[src/rtl/sdrc_arb_pkg.sv]
`default_nettype none
// ============================================================================
// Module      : sdrc_arb_pkg
// Description : Shared types and default constants for the two-master
//               Wishbone arbiter in front of the SDRAM controller.
// Revision    : 1.0 - initial release
// ============================================================================
package sdrc_arb_pkg;

    // Default parameter values for the arbiter
    localparam int c_APP_AW   = 26;
    localparam int c_DW       = 32;
    localparam int c_MAX_HOLD = 16;

    // Arbiter states; HANDOFF is the single dead cycle between grants
    typedef enum logic [1:0] {
        IDLE    = 2'd0,
        GNT0    = 2'd1,
        GNT1    = 2'd2,
        HANDOFF = 2'd3
    } arb_state_t;

endpackage : sdrc_arb_pkg
`default_nettype wire

[src/rtl/sdrc_wb_arb.sv]
`default_nettype none
// ============================================================================
// Module      : sdrc_wb_arb
// Description : Round-robin arbiter sharing one SDRAM-controller Wishbone
//               slave between two masters. A master holding the grant can be
//               preempted after MAX_HOLD acks when the other master waits.
// Revision    : 1.0 - initial release
// ============================================================================
module sdrc_wb_arb
    import sdrc_arb_pkg::*;
#(
    parameter int APP_AW   = c_APP_AW,
    parameter int DW       = c_DW,
    parameter int MAX_HOLD = c_MAX_HOLD
) (
    input  logic              wb_clk_i,
    input  logic              wb_rst_i,
    // master 0
    input  logic              m0_cyc_i,
    input  logic              m0_stb_i,
    input  logic              m0_we_i,
    input  logic [DW/8-1:0]   m0_sel_i,
    input  logic [APP_AW-1:0] m0_adr_i,
    input  logic [DW-1:0]     m0_dat_i,
    output logic [DW-1:0]     m0_dat_o,
    output logic              m0_ack_o,
    // master 1
    input  logic              m1_cyc_i,
    input  logic              m1_stb_i,
    input  logic              m1_we_i,
    input  logic [DW/8-1:0]   m1_sel_i,
    input  logic [APP_AW-1:0] m1_adr_i,
    input  logic [DW-1:0]     m1_dat_i,
    output logic [DW-1:0]     m1_dat_o,
    output logic              m1_ack_o,
    // shared slave side
    output logic              s_cyc_o,
    output logic              s_stb_o,
    output logic              s_we_o,
    output logic [DW/8-1:0]   s_sel_o,
    output logic [APP_AW-1:0] s_adr_o,
    output logic [DW-1:0]     s_dat_o,
    input  logic [DW-1:0]     s_dat_i,
    input  logic              s_ack_i,
    output logic [1:0]        gnt_o
);

    localparam logic [7:0] c_HOLD_LIMIT = 8'(MAX_HOLD);

    arb_state_t state_q, state_d;
    logic       last_gnt_q, last_gnt_d;   // 0 = m0 granted last, 1 = m1
    logic [7:0] hold_cnt_q, hold_cnt_d;

    logic w_req0, w_req1;
    logic w_own_cyc, w_own_ack, w_other_req, w_hold_hit;

    assign w_req0 = m0_cyc_i & m0_stb_i;
    assign w_req1 = m1_cyc_i & m1_stb_i;

    // Read data goes to both masters; only the ack qualifies it
    assign m0_dat_o = s_dat_i;
    assign m1_dat_o = s_dat_i;

    // Request mux: route the granted master to the slave, gate everything otherwise
    always_comb begin
        s_cyc_o  = 1'b0;
        s_stb_o  = 1'b0;
        s_we_o   = 1'b0;
        s_sel_o  = '0;
        s_adr_o  = '0;
        s_dat_o  = '0;
        m0_ack_o = 1'b0;
        m1_ack_o = 1'b0;
        gnt_o    = 2'b00;
        case (state_q)
            GNT0: begin
                s_cyc_o  = m0_cyc_i;
                s_stb_o  = m0_stb_i;
                s_we_o   = m0_we_i;
                s_sel_o  = m0_sel_i;
                s_adr_o  = m0_adr_i;
                s_dat_o  = m0_dat_i;
                m0_ack_o = s_ack_i & m0_stb_i;
                gnt_o    = 2'b01;
            end
            GNT1: begin
                s_cyc_o  = m1_cyc_i;
                s_stb_o  = m1_stb_i;
                s_we_o   = m1_we_i;
                s_sel_o  = m1_sel_i;
                s_adr_o  = m1_adr_i;
                s_dat_o  = m1_dat_i;
                m1_ack_o = s_ack_i & m1_stb_i;
                gnt_o    = 2'b10;
            end
            default: ;
        endcase
    end

    // Next-state, round-robin bookkeeping and hold counter
    always_comb begin
        state_d     = state_q;
        last_gnt_d  = last_gnt_q;
        hold_cnt_d  = hold_cnt_q;
        w_own_cyc   = (state_q == GNT1) ? m1_cyc_i : m0_cyc_i;
        w_own_ack   = m0_ack_o | m1_ack_o;
        w_other_req = (state_q == GNT1) ? w_req0 : w_req1;
        // True when the ack being forwarded now reaches the hold limit
        w_hold_hit  = ({1'b0, hold_cnt_q} + 9'd1) >= {1'b0, c_HOLD_LIMIT};
        case (state_q)
            IDLE, HANDOFF: begin
                // last_gnt tracks every grant so a master just served loses
                // the next contention, which is what lets a preempted master back in
                if (w_req0 && w_req1) begin
                    state_d    = last_gnt_q ? GNT0 : GNT1;
                    last_gnt_d = ~last_gnt_q;
                    hold_cnt_d = 8'd0;
                end else if (w_req0) begin
                    state_d    = GNT0;
                    last_gnt_d = 1'b0;
                    hold_cnt_d = 8'd0;
                end else if (w_req1) begin
                    state_d    = GNT1;
                    last_gnt_d = 1'b1;
                    hold_cnt_d = 8'd0;
                end else begin
                    state_d    = IDLE;
                end
            end
            default: begin
                if (w_own_ack && (hold_cnt_q < c_HOLD_LIMIT)) begin
                    hold_cnt_d = hold_cnt_q + 8'd1;
                end
                if (!w_own_cyc) begin
                    state_d = HANDOFF;
                end else if (w_own_ack && w_hold_hit && w_other_req) begin
                    state_d = HANDOFF;
                end
            end
        endcase
    end

    // State registers with synchronous reset; m0 wins the first contention
    always_ff @(posedge wb_clk_i) begin
        if (wb_rst_i) begin
            state_q    <= IDLE;
            last_gnt_q <= 1'b1;
            hold_cnt_q <= 8'd0;
        end else begin
            state_q    <= state_d;
            last_gnt_q <= last_gnt_d;
            hold_cnt_q <= hold_cnt_d;
        end
    end

endmodule : sdrc_wb_arb
`default_nettype wire

[config.mk]
export PLATFORM = sky130hd
export DESIGN_NAME = sdrc_wb_arb
export DESIGN_NICKNAME = d
export VERILOG_FILES = /design/src/rtl/sdrc_arb_pkg.sv /design/src/rtl/sdrc_wb_arb.sv
export SDC_FILE = /design/constraint.sdc
export NUM_CORES = 1
export LEC_CHECK = 0
export ABC_CLOCK_PERIOD_IN_PS = 2190
export CELL_PAD_IN_SITES_DETAIL_PLACEMENT = 1
export CELL_PAD_IN_SITES_GLOBAL_PLACEMENT = 2
export CORE_MARGIN = 2
export CORE_UTILIZATION = 10
export DETAILED_ROUTE_END_ITERATION = 12
export PLACE_DENSITY = 0.91
export SLEW_MARGIN = 0
export SYNTH_ARGS = -nofsm -noshare
export SYNTH_HDL_FRONTEND = slang
export SYNTH_SLANG_ARGS = --single-unit
[constraint.sdc]
create_clock -name wb_clk_i -period 2.19 [get_ports wb_clk_i]
set_clock_uncertainty 0.05 [all_clocks]
set_input_delay 0.438 -clock wb_clk_i [delete_from_list [all_inputs] [get_ports wb_clk_i]]
set_output_delay 0.438 -clock wb_clk_i [all_outputs]
set_load 0.02 [all_outputs]
### After elaboration in Yosys (flattened, before gate mapping)

Index checks and enable logic that the tools add are counted.

* $add $sub $neg: 2
* order comparisons: 2
* equality and inequality tests: 5
* muxes and demuxes: 26
* bitwise operators: 6
* reduce and logical (&&, ||, !) cells: 10

Operators by type and width (count)
* one-hot mux 32 bit (2 select lines): 1
* one-hot mux 26 bit (2 select lines): 1
* two-way mux 8 bit: 5
* two-way mux 2 bit: 7
* adder 8 x 1 -> 9 bit (second input constant): 1
* greater-or-equal comparator 9 x 5 -> 1 bit (second input constant): 1
* adder 8 x 1 -> 8 bit (second input constant): 1
* < comparator 8 x 5 -> 1 bit (second input constant): 1
* one-hot mux 4 bit (2 select lines): 1
* two-way mux 1 bit: 7
* one-hot mux 1 bit (2 select lines): 3
* AND 1 bit: 4
* equality test 2 bit (second input constant): 2
* logical AND 1 bit: 4
* inequality test 4 bit (second input constant): 1
* one-hot mux 2 bit (2 select lines): 1
* AND reduction 2 bit: 2
* inequality test 3 x 1 -> 1 bit (second input constant): 1
* nonzero test 3 bit: 1
* equality test 2 x 1 -> 1 bit (second input constant): 1
* logical NOT 2 bit: 1
* nonzero test 2 bit: 1
* OR reduction 2 bit: 1
* inverter 1 bit: 1
* OR 1 bit: 1

* bits in registers: 11
* bits of input ports: 165
* output and inout bits: 133

### Depth between registers and ports, before layout

* word-level depth: 8
* gate-level depth with buffers: 7

### Least setup slack after synthesis

OpenSTA, ideal clock, no wires.

* path type: register to output
* start point: reg state_q[0]
* end point: out s_adr_o[17]
* data arrival time: 1.698 ns
* data required time: 1.702 ns
* slack: 0.004 ns
* stages on the path, launching flop included: 7
* buffers on the path: 2
* cells stage by stage: dfxtp_1 inv_1 ha_1 clkbuf_1 clkbuf_1 a22oi_1 nor2_1

* word-level cells in the longest chain between the ends: 2
* elaborated cells between the ends (all ways): 3

RTL lines
* start, declared: line sdrc_wb_arb.sv:50 `arb_state_t state_q, state_d;`
* start signal, assigned: line sdrc_wb_arb.sv:150 `state_q <= state_d;`
* equality test 2 bit or equality test 2 x 1 -> 1 bit (tied branches): line sdrc_wb_arb.sv:75 `case (state_q)`
* one-hot mux 26 bit (2 select lines) (*): line sdrc_wb_arb.sv:75
* end, declared: line sdrc_wb_arb.sv:41 `output logic [APP_AW-1:0] s_adr_o,`

Mark *: on every way between the ends. The rest lies on a longest branch, timed or not.

### Final worst setup path

* start point: reg state_q[0]
* end point: out s_stb_o

* word-level cells in the longest chain between the ends: 2
* elaborated cells between the ends (all ways): 3

RTL lines
* equality test 2 bit or equality test 2 x 1 -> 1 bit (tied branches): line sdrc_wb_arb.sv:75
* one-hot mux 1 bit (2 select lines) (*): line sdrc_wb_arb.sv:75
* end, declared: line sdrc_wb_arb.sv:38 `output logic s_stb_o,`

Marks and branches as above.

==> flow_summary.yaml <==
clock_tree:
  clkLatencyLatePin_ns: 0.24
  cts_buffer_depth: 2
  tritoncts: "built"
  htreeDepth: 1
  clkTransAtPathRegs_ns: 0.04
  clock-sinks: 11
  clock-root-buffer: "clkbuf_16"
  numCtsBuffers: 3
  ctsHoldBuffers: 0
sta:
  rsz0062_at_grt: "no"
  worst_slew_pin_slew_ns: 0.294
  maxSlewHeadroom: 0.804
  period_needed_ns: 2.12
  min_period_over_period: 0.967
  final_max_slew_viol_count: 0
  fmax_ghz: 0.472
  whs_ns: 0.442
  hold_viol: 0
  setup_viol: 0
setup_path:
  startpoint: "state_q[0]"
  crit_type: "reg -> out"
  crit_fanout: 5
  crit_arrival_ns: 1.63
  critPathLaunchType: "flop"
  timing.rr.end: "hold_cnt_q[2]"
  cp.required_ns: 1.70
  r2r_cells: 8
  r2r-start: "state_q[0]"
  rrSetupSlack_ns: 0.16
  end_kind: "output pin"
  crit_end: "s_stb_o"
placed_design:
  gp_congestion: 0.730
  placed_cells: 650
  hpwl_mm: 7.30
  numPortBuffers: 201
cells_and_area:
  final_common_cell: "clkdlybuf4s50_1"
  finalNonFillerCells: 655
  areaGrowthSynthToFinish_pct: 101
  antenna-diode-count: 0
  final_cell_mix: "clkdlybuf4s50_1, nor2_1, a22oi_1"
  nFillCells: 2248
  layout-drive-gt1-share: 0.195
  fin_nets: 590
min_path:
  hp-class: "reg -> reg"
global_routing:
  grt_max_degree: 34
  antenna_found_initial: 0
  grt_pass1_wl_mm: 13.4
  first_global_vias: 2559
  grt-ovfl-total: 0
  gr-usage-all-layers: 0.0820
logic_synthesis:
  synth_nets: 448
  yosys_warnings: 0
  synth_cell_types: 38
  avgSynthCellArea_um2: 6.83
  synth_ff_type: "dfxtp_1"
  ys_seq_area_frac: 0.115
  synth.area.mux_share: 0.00523
  syn_inst: 280
  synth_top_family_by_area: "compound AO/OA/AOI/OAI gates"
  synth-adder-area-share: 0.0196
  syn_area_um2: 1910
  synth_simple_gate_area_frac: 0.226
  synth-edff-count: 0
  ys_ff_latch: 11
  synth_compound_area_frac: 0.333
  synth-xor-area-share: 0
  async_flop_share: 0
route:
  firstDrtPassIters: 4
  drt_iter0_drc: 85
  via_count: 2530
  finalWirelength_mm: 9.41
  drc_errors: 0
  ant_nets: 0
  wl_per_cell_um: 14.4
  vias_per_cell: 3.86
pwr:
  leakage_nw: 1.45
  ir_worst_vdd_uv: 648
  p_per_area_nw_per_um2: 1030
  power_w: 0.00396
run_status:
  outcome: "complete, no violations"
job:
  drv_cap: 0
die:
  die_w_um: 142
  rows: 50
  core-area_um2: 18800
  fp.dieH_um: 142
  io_pins: 298
  dieArea_um2: 20300
  initial_core_util: 0.102
-- report_power, final --
group	switching (W)	total (W)	internal [W]
clock network	0.0000866	0.000331	0.000244
logic	0.00188	0.00337	0.00150
registers	0.0000241	0.000252	0.000228
-- metal layers --
layer	wire length, µm	global-route usage
met1	3670	0.0894
met2	4700	0.156
met5	0	0
met3	721	0.0162
met4	317	0.0307
-- registers in the layout (all words and copies together) (netlist names) --
name and count:
hold_cnt_q 8, last_gnt_q 1, state_q 2
-- worst max-delay path: stages, from the launching register on --
cell and delay [ns]:
dfxtp_1 0.35, inv_1 0.08, ha_4 0.18, buf_4 0.16, a22o_4 0.24, nor2b_1 0.13, clkdlybuf4s15_2 0.25
-- logic make-up after synthesis --
kind of cell,after synthesis
simple gates,92
mux,1
compound gates,85
fa+ha+maj,3
buf+inv,88
flops,11
-- metrics by stage --
stage	setup TNS [ns]	instance area, µm²	setup slack, ns	util
floorplan	0	1910	0.00400	-
global route	0	3850	0.0000344	0.205
global placement	-1.78	3900	-0.173	0.208
finish	0	3850	0.0719	0.205
detailed placement	-2.75	3900	-0.170	0.208
CTS	-0.0326	3920	-0.0111	0.209
-- worst min-delay path by stage --
| stage | from | endpoint | slack (ns) | cells past startpoint |
|---|---|---|---|---|
| final | hold_cnt_q[7] | hold_cnt_q[7] | 0.44 | 1 |
| after global routing | hold_cnt_q[7] | hold_cnt_q[7] | 0.47 | 1 |
| after floorplan | hold_cnt_q[4] | hold_cnt_q[4] | 0.41 | 2 |
| after CTS | hold_cnt_q[3] | hold_cnt_q[3] | 0.45 | 2 |
| after detailed placement | hold_cnt_q[4] | hold_cnt_q[4] | 0.44 | 2 |
| after global placement | hold_cnt_q[3] | hold_cnt_q[3] | 0.43 | 2 |
-- synthesized netlist by cell type (2+ instances only) --
cell      instances  area (µm²)
inv_1             2        7.51
nand3_1           6        30.0
dfxtp_1          11         220
o21a_1            2        15.0
and3_1            2        12.5
a21oi_1           5        25.0
or3_1             2        12.5
and2_1            3        18.8
nand2b_1          3        18.8
ha_1              3        37.5
nor2_1           63         236
a22oi_1          64         480
nand2_1           4        15.0
o21ai_0           3        15.0
clkbuf_1         13        48.8
buf_4            64         480
buf_1             4        15.0
o211ai_1          2        15.0
buf_2             5        25.0
-- cell type report --
cell class / count / area [µm²] / area share
Timing Repair Buffer: 223 / 2100 / 0.546
Multi-Input combinational cell: 181 / 1150 / 0.298
Tap cell: 234 / 293 / 0.0760
Sequential cell: 11 / 221 / 0.0575
Clock buffer: 4 / 78.8 / 0.0205
Inverter: 2 / 7.51 / 0.00195
-- repair_timing --
item,CTS,global route
endpoints found under the setup margin,67,62
setup buffers,0,0
cloned,0,1
gates resized for setup,77,98
(Power assumes the default switching activity.)
